File: src/rtl/rr_arbiter4_if.sv
// Request/grant bundle between requesters and rr_arbiter4.
// RR_ARB_LOCK_EN adds the lock signal.
interface rr_arbiter4_if;
  logic [3:0] req;
  logic [3:0] grant;
  logic       grant_valid;
  logic [1:0] grant_idx;
`ifdef RR_ARB_LOCK_EN
  logic       lock;

  modport master (
    output req,
    output lock,
    input  grant,
    input  grant_valid,
    input  grant_idx
  );

  modport slave (
    input  req,
    input  lock,
    output grant,
    output grant_valid,
    output grant_idx
  );
`else
  modport master (
    output req,
    input  grant,
    input  grant_valid,
    input  grant_idx
  );

  modport slave (
    input  req,
    output grant,
    output grant_valid,
    output grant_idx
  );
`endif
endinterface

File: src/rtl/rr_arbiter4.sv
// 4-way round-robin arbiter with registered one-hot grant and tenure cap.
// Optional RR_ARB_LOCK_EN: lock input extends tenure past MAX_HOLD.
module rr_arbiter4 #(
  parameter int MAX_HOLD = 4
) (
  input  logic         clk,
  input  logic         rst_n,
  rr_arbiter4_if.slave bus
);

  localparam logic [0:0] S_IDLE  = 1'b0;
  localparam logic [0:0] S_GRANT = 1'b1;
  localparam logic [3:0] HOLD_LIM = 4'(MAX_HOLD - 1);

  logic [0:0] r_state;
  logic [3:0] r_grant;
  logic [1:0] r_idx;
  logic [1:0] r_ptr;
  logic [3:0] r_hold;

  logic       w_lock;
  logic       w_keep;
  logic [1:0] w_base;
  logic [3:0] w_rot;
  logic [1:0] w_off;
  logic       w_hit;
  logic [1:0] w_k;

`ifdef RR_ARB_LOCK_EN
  assign w_lock = bus.lock;
`else
  assign w_lock = 1'b0;
`endif

  assign w_keep = (r_state == S_GRANT)
               && bus.req[r_idx]
               && (w_lock || (r_hold < HOLD_LIM));

  assign w_base = (r_state == S_GRANT)
               ? r_idx + 2'd1 : r_ptr;

  // Rotate req so the highest-priority index sits at bit 0.
  always_comb begin
    w_rot = '0;
    for (int i = 0; i < 4; i++) begin
      w_rot[i] = bus.req[w_base + 2'(i)];
    end
  end

  // Pick the first set bit of the rotated request vector.
  always_comb begin
    w_hit = 1'b1;
    w_off = 2'd0;
    priority case (1'b1)
      w_rot[0]: w_off = 2'd0;
      w_rot[1]: w_off = 2'd1;
      w_rot[2]: w_off = 2'd2;
      w_rot[3]: w_off = 2'd3;
      default:  w_hit = 1'b0;
    endcase
  end

  assign w_k = w_base + w_off;

  // Keep the owner, hand the grant on, or go idle.
  always_ff @(posedge clk or negedge rst_n) begin
    if (!rst_n) begin
      r_state <= S_IDLE;
      r_grant <= '0;
      r_idx   <= '0;
      r_ptr   <= '0;
      r_hold  <= '0;
    end else if (w_keep) begin
      if (r_hold < HOLD_LIM)
        r_hold <= r_hold + 4'd1;
    end else if (w_hit) begin
      r_state <= S_GRANT;
      r_grant <= 4'b0001 << w_k;
      r_idx   <= w_k;
      r_ptr   <= w_k + 2'd1;
      r_hold  <= '0;
    end else begin
      r_state <= S_IDLE;
      r_grant <= '0;
      r_idx   <= '0;
      r_hold  <= '0;
    end
  end

  assign bus.grant       = r_grant;
  assign bus.grant_valid = r_state[0];
  assign bus.grant_idx   = r_idx;

endmodule

File: src/flat_wrapper.sv
// flat-port wrapper written by rule: the top's interface ports become plain ports
module rr_arbiter4_flat 
#(
  parameter int MAX_HOLD = 4
)
  (clk, rst_n, bus_req, bus_grant, bus_grant_valid, bus_grant_idx);
  rr_arbiter4_if bus_i ();
  input  logic clk;
  input  logic rst_n;
  input wire logic [$bits(bus_i.req)-1:0] bus_req;
  output wire logic [$bits(bus_i.grant)-1:0] bus_grant;
  output wire logic [$bits(bus_i.grant_valid)-1:0] bus_grant_valid;
  output wire logic [$bits(bus_i.grant_idx)-1:0] bus_grant_idx;
  assign bus_i.req = bus_req;
  assign bus_grant = bus_i.grant;
  assign bus_grant_valid = bus_i.grant_valid;
  assign bus_grant_idx = bus_i.grant_idx;
  rr_arbiter4 #(.MAX_HOLD(MAX_HOLD)) u_core (.clk(clk), .rst_n(rst_n), .bus(bus_i));
endmodule
File: config.mk
export PLATFORM = sky130hd
export DESIGN_NAME = rr_arbiter4_flat
export DESIGN_NICKNAME = d
export VERILOG_FILES = /design/src/rtl/rr_arbiter4_if.sv /design/src/rtl/rr_arbiter4.sv /design/src/flat_wrapper.sv
export SDC_FILE = /design/constraint.sdc
export NUM_CORES = 1
export LEC_CHECK = 0
export ABC_AREA = 1
export CAP_MARGIN = 20
export CORE_UTILIZATION = 45
export DETAILED_ROUTE_END_ITERATION = 8
export PLACE_DENSITY = 0.69
export SYNTH_ARGS = -nofsm -noshare
export SYNTH_HDL_FRONTEND = slang
export SYNTH_SLANG_ARGS = --single-unit
File: constraint.sdc
create_clock -name clk -period 2.49 [get_ports clk]
set_clock_uncertainty 0.1 [all_clocks]
set_input_delay 0.498 -clock clk [delete_from_list [all_inputs] [get_ports clk]]
set_output_delay 0.498 -clock clk [all_outputs]
set_load 0.005 [all_outputs]
### After elaboration in Yosys (flattened, before gate mapping)

Index checks and enable logic that the tools add are counted.
W data, S select, Z words.

* register bits after elaboration: 13
* word-level logic and storage cells: 48
* memory bits (read-only): 0
* bits in latches: 0
* memories kept: 0
* bits in writable memories: 0
* input bits: 6

* reductions and logical operators: 3
* shift-type cells: 1
* bitwise logic cells: 1
* muxes and demuxes: 24
* add/sub/neg operators: 7
* multiply operators: 0
* order comparisons: 6
* equality and inequality tests: 1
* div/mod/pow operators: 0

Operators with widths (number)
* $lt A2 B3 Y1 const B: 5
* $mux W2: 6
* $mux W4: 3
* $bmux W1 S2: 5
* $mux W1: 10
* $add A2 B1 Y2 const B: 3
* $add A2 B2 Y2 const B: 2
* $add A4 B1 Y4 const B: 1
* $lt A4 B2 Y1 const B: 1
* $shl A1 B2 Y4 const A: 1
* $add A2 B2 Y2: 1
* $logic_and A1 B1 Y1: 2
* $ne A2 B2 Y1 const B: 1
* $reduce_and A2 Y1: 1
* $not A1 Y1: 1

### Longest topological paths before layout

* word-level depth: 12
* gate-level depth with buffers: 17
* depth with buffers taken out: 17

### Worst setup path before layout

OpenSTA, ideal clock, no wires.

* path type: register -> register
* from: register u_core.r_state, in the netlist u_core.bus.grant_valid
* to: register u_core.r_grant[1], in the netlist u_core.bus.grant[1]
* setup slack: 0.388 ns
* stages on the path, launching flop included: 14
* required time: 2.249 ns
* clock period less this slack: 2.102 ns
* buffers on the path: 0
* arrival: 1.861 ns
* path through: dfrtp_1 > or2_2 > nand2_1 > nand2_1 > nand2_1 > nand2_1 > a31oi_1 > ha_1 > xnor2_1 > nand3_1 > nand2_2 > inv_1 > nand2_1 > o21ai_0

* cells in the longest elaborated chain, start to end: 11
* elaborated cells between the ends (all ways): 25
* classes of those cells: add/sub (4); shift (1); mux (18); reduce/logical (2)

Ends and longest elaborated chain
* start, declared: RTL line rr_arbiter4.sv:15 `logic [0:0] r_state;`
* start signal, assigned: RTL line rr_arbiter4.sv:68 `r_state <= S_IDLE;`
* start signal, assigned: RTL line rr_arbiter4.sv:77 `r_state <= S_GRANT;`
* start signal, assigned: RTL line rr_arbiter4.sv:83 `r_state <= S_IDLE;`
* $mux W2: RTL line rr_arbiter4.sv:40 `? r_idx + 2'd1 : r_ptr;`
* $add A2 B2 Y2: RTL line rr_arbiter4.sv:46 `w_rot[i] = bus.req[w_base + 2'(i)];`
* $bmux W1 S2: RTL line rr_arbiter4.sv:46
* $mux W1 (implied by the code): RTL line rr_arbiter4.sv:46
* $mux W2 (4 in a row): RTL line rr_arbiter4.sv:54 `priority case (1'b1)`
* $add A2 B2 Y2: RTL line rr_arbiter4.sv:63 `assign w_k = w_base + w_off;`
* $shl A1 B2 Y4: RTL line rr_arbiter4.sv:78 `r_grant <= 4'b0001 << w_k;`
* $mux W4: RTL line rr_arbiter4.sv:76 `end else if (w_hit) begin`
* end signal, assigned: RTL line rr_arbiter4.sv:78
* end, declared: RTL line rr_arbiter4.sv:16 `logic [3:0] r_grant;`

Several ways; a longest one is shown, not always the timed one. The select of a mux whose other input is x is not followed.
A chain may end at the register's enable or synchronous reset.

### Worst setup path after layout

* from: input bus_req[1]
* to: register u_core.r_grant[1], in the netlist u_core.bus.grant[1]

* cells in the longest elaborated chain, start to end: 9
* elaborated cells between the ends (all ways): 23
* classes of those cells: add/sub (1); shift (1); mux (19); reduce/logical (2)

Ends and longest elaborated chain
* start, declared: RTL line flat_wrapper.sv:10 `input wire logic [$bits(bus_i.req)-1:0] bus_req;`
* $bmux W1 S2: RTL line rr_arbiter4.sv:46
* $mux W1 (implied by the code): RTL line rr_arbiter4.sv:46
* $mux W2 (4 in a row): RTL line rr_arbiter4.sv:54
* $add A2 B2 Y2: RTL line rr_arbiter4.sv:63
* $shl A1 B2 Y4: RTL line rr_arbiter4.sv:78
* $mux W4: RTL line rr_arbiter4.sv:76

Several ways; a longest one is shown, not always the timed one. The select of a mux whose other input is x is not followed.

==> impl_metrics.ini <==
[clock_tree]
clk_pin_slew_ns = 0.07
numCtsBuffers = 3
hold_buffers = 0
cts_tree = done
max-clock-path-buffers = 2
root_buffer = clkbuf_4
cts-htree-levels = 1
clkLatencyLatePin_ns = 0.26
clkSinkCount = 13

[worst_setup_path]
cp-end-kind = flop
cp.required_ns = 2.54
worstSetupPathType = primary input to flop
critPathMaxFanout = 4
r2r_slack_ns = 0.20
critPathLaunchType = primary input
crit_arrival_ns = 2.34

[timing]
slew_violations = 0
setup_viol = 0
tns_ns = 0
max_freq_mhz = 436
layout_min_cycle_time_ns = 2.30
slew_headroom_pct = 63.9
fin_crit_sh_pct = 92.2
tightestPinTransition_ns = 0.540
hold_viol = 0

[yosys]
synth_area_um2 = 796
synth-seq-cells = 13
synth_compound_area_share_pct = 9.43
yosysTopAreaCellShare_pct = 40.9
ys_types = 21
async_reset_ff_share_pct = 100
synth-xor-area-share_pct = 1.10
yosys-top-cells-area = dfrtp_1 (41%), nand2_1 (17%), nand3_1 (7.5%)
synthTopCellsByCount = nand2_1 (37), inv_1 (14), dfrtp_1 (13), nand3_1 (12), o21ai_0 (6)
synth_edf_count = 0
yosysSeqAreaShare_pct = 40.9
synth-simple-area-share_pct = 37.9
synth_mux_area_share_pct = 0
syn_avg_cell_area_um2 = 7.17
yosysMostFrequentCell = nand2_1
synth_top_cell_by_area = dfrtp_1
synth_top_family_by_area = simple AND/OR/NAND/NOR gates
syn_inst = 111
yosysWarnings = 0
synthFlopType = dfrtp_1
synth-adder-area-share_pct = 3.14

[cells_and_area]
antenna_cells = 0
utilization_pct = 65.3
drive_gt1_share_pct = 21.8
fin_area_um2 = 1030
area_growth_syn_to_layout_pct = 29.4
nets = 142
fillers = 130

[place]
placed_cell_area_um2 = 962
place.detailed.hpwl_um = 1230
gp_congestion = 0.822
numPortBuffers = 12

[global_routing]
grt_max_degree = 14
grt_usage_pct = 19.0
grt_pass1_wl_um = 2800
antenna_found_initial = 0
grt-ovfl-total = 0
grt_pass1_vias = 691

[floorplan]
io_pins = 13
start_util_pct = 50.5
core_um2 = 1580
die_y_um = 44.1
die_w_um = 44.1
die-area_um2 = 1940
row_count = 14

[route]
via_count = 730
drc_errors = 0
drtIter0Drc = 11
wire_per_inst_um = 11.1
drt-total-wl_um = 1660
first_pass_iters = 6
ant_nets = 0
viasPerCell = 4.90

[outcome]
status = finished clean

[hold_path]
hold_path_class = flop to flop

[run]
maxCapViolations = 0
routing by layer:
layer / GRT usage [%] / up-vias / part of all wire (%)
li1: - / 398 / -
met1: 24.9 / 325 / 45
met2: 33.5 / 7 / 52
met3: 2.86 / 0 / 2.5
met4: 3.64 / 0 / 0
met5: 0 / - / 0
final cells by class:
class / instances / area [um2] / area share (%)
tap: 16 / 20.0 / 1.94
clock buffer: 4 / 26.3 / 2.55
sequential: 13 / 328 / 31.8
timing repair buffer: 17 / 158 / 15.3
multi-input combinational: 84 / 442 / 42.9
inverter: 15 / 56.3 / 5.47
state kept, by name, summed over array words and instances, names as in the netlist:
name                    flops
u_core.r_hold               4
u_core.bus.grant_idx        2
u_core.bus.grant            4
u_core.r_ptr                2
u_core.bus.grant_valid      1
logic make-up after synthesis:
| group | Yosys count |
|---|---|
| simple gates | 66 |
| buf+inv | 15 |
| compound gates | 13 |
| flops | 13 |
| fa+ha+maj | 2 |
| xor+xnor | 1 |
| other cells | 1 |
stage by stage:
| stage | setup slack [ns] | hold WS [ns] | instances |
|---|---|---|---|
| after floorplan | 0.388 | 0.102 | 112 |
| after global placement | -0.0495 | 0.319 | 143 |
| after detailed placement | -0.104 | 0.333 | 143 |
| after CTS | 0.111 | 0.344 | 147 |
| after global routing | -0.00225 | 0.363 | 149 |
| final | 0.194 | 0.337 | 149 |
layout by cell type (no fill, tap or decap), types with 2 or more instances in the layout:
master / netlist / final
conb_1: 1 / 2
nor2_2: 3 / 3
nand3_1: 12 / 12
inv_2: 1 / 3
a21oi_1: 2 / 2
nand2_1: 37 / 37
dfrtp_1: 13 / 11
dfrtp_2: 0 / 2
o21ai_0: 6 / 6
buf_4: 0 / 5
clkbuf_4: 0 / 3
inv_1: 14 / 12
nor2_1: 5 / 5
clkdlybuf4s50_1: 0 / 12
nand2_2: 5 / 5
worst paths after layout:
check | cells past startpoint | from | to
min in group asynchronous | 1 | rst_n | u_core.r_hold[0]
hold reg to reg | 1 | u_core.r_hold[0] | u_core.r_hold[0]
setup / recovery | 14 | bus_req[1] | u_core.bus.grant[1]
setup reg to reg | 13 | u_core.bus.grant_valid | u_core.bus.grant[1]
hold / removal | 1 | u_core.r_hold[0] | u_core.r_hold[0]
max in group asynchronous | 1 | rst_n | u_core.bus.grant_valid
critical path, cell delays in order:
cell             delay [ns]
clkdlybuf4s50_1        0.51
nand2_1                0.06
nand2_1                0.10
nand3_1                0.11
nand2_1                0.10
nand2_1                0.06
a31oi_2                0.15
ha_2                   0.22
xnor2_2                0.11
nand3_1                0.11
nand2_2                0.11
inv_1                  0.06
nand2_1                0.07
o21ai_0                0.07
timing repair:
item | CTS | global route
resized for setup | 0 | 8
buffers inserted | 0 | 2
setup endpoints to repair | 0 | 6
Power is left out: the tool's default activity adds up to more than one toggle a clock period on the data nets, which glitch-free logic cannot reach.
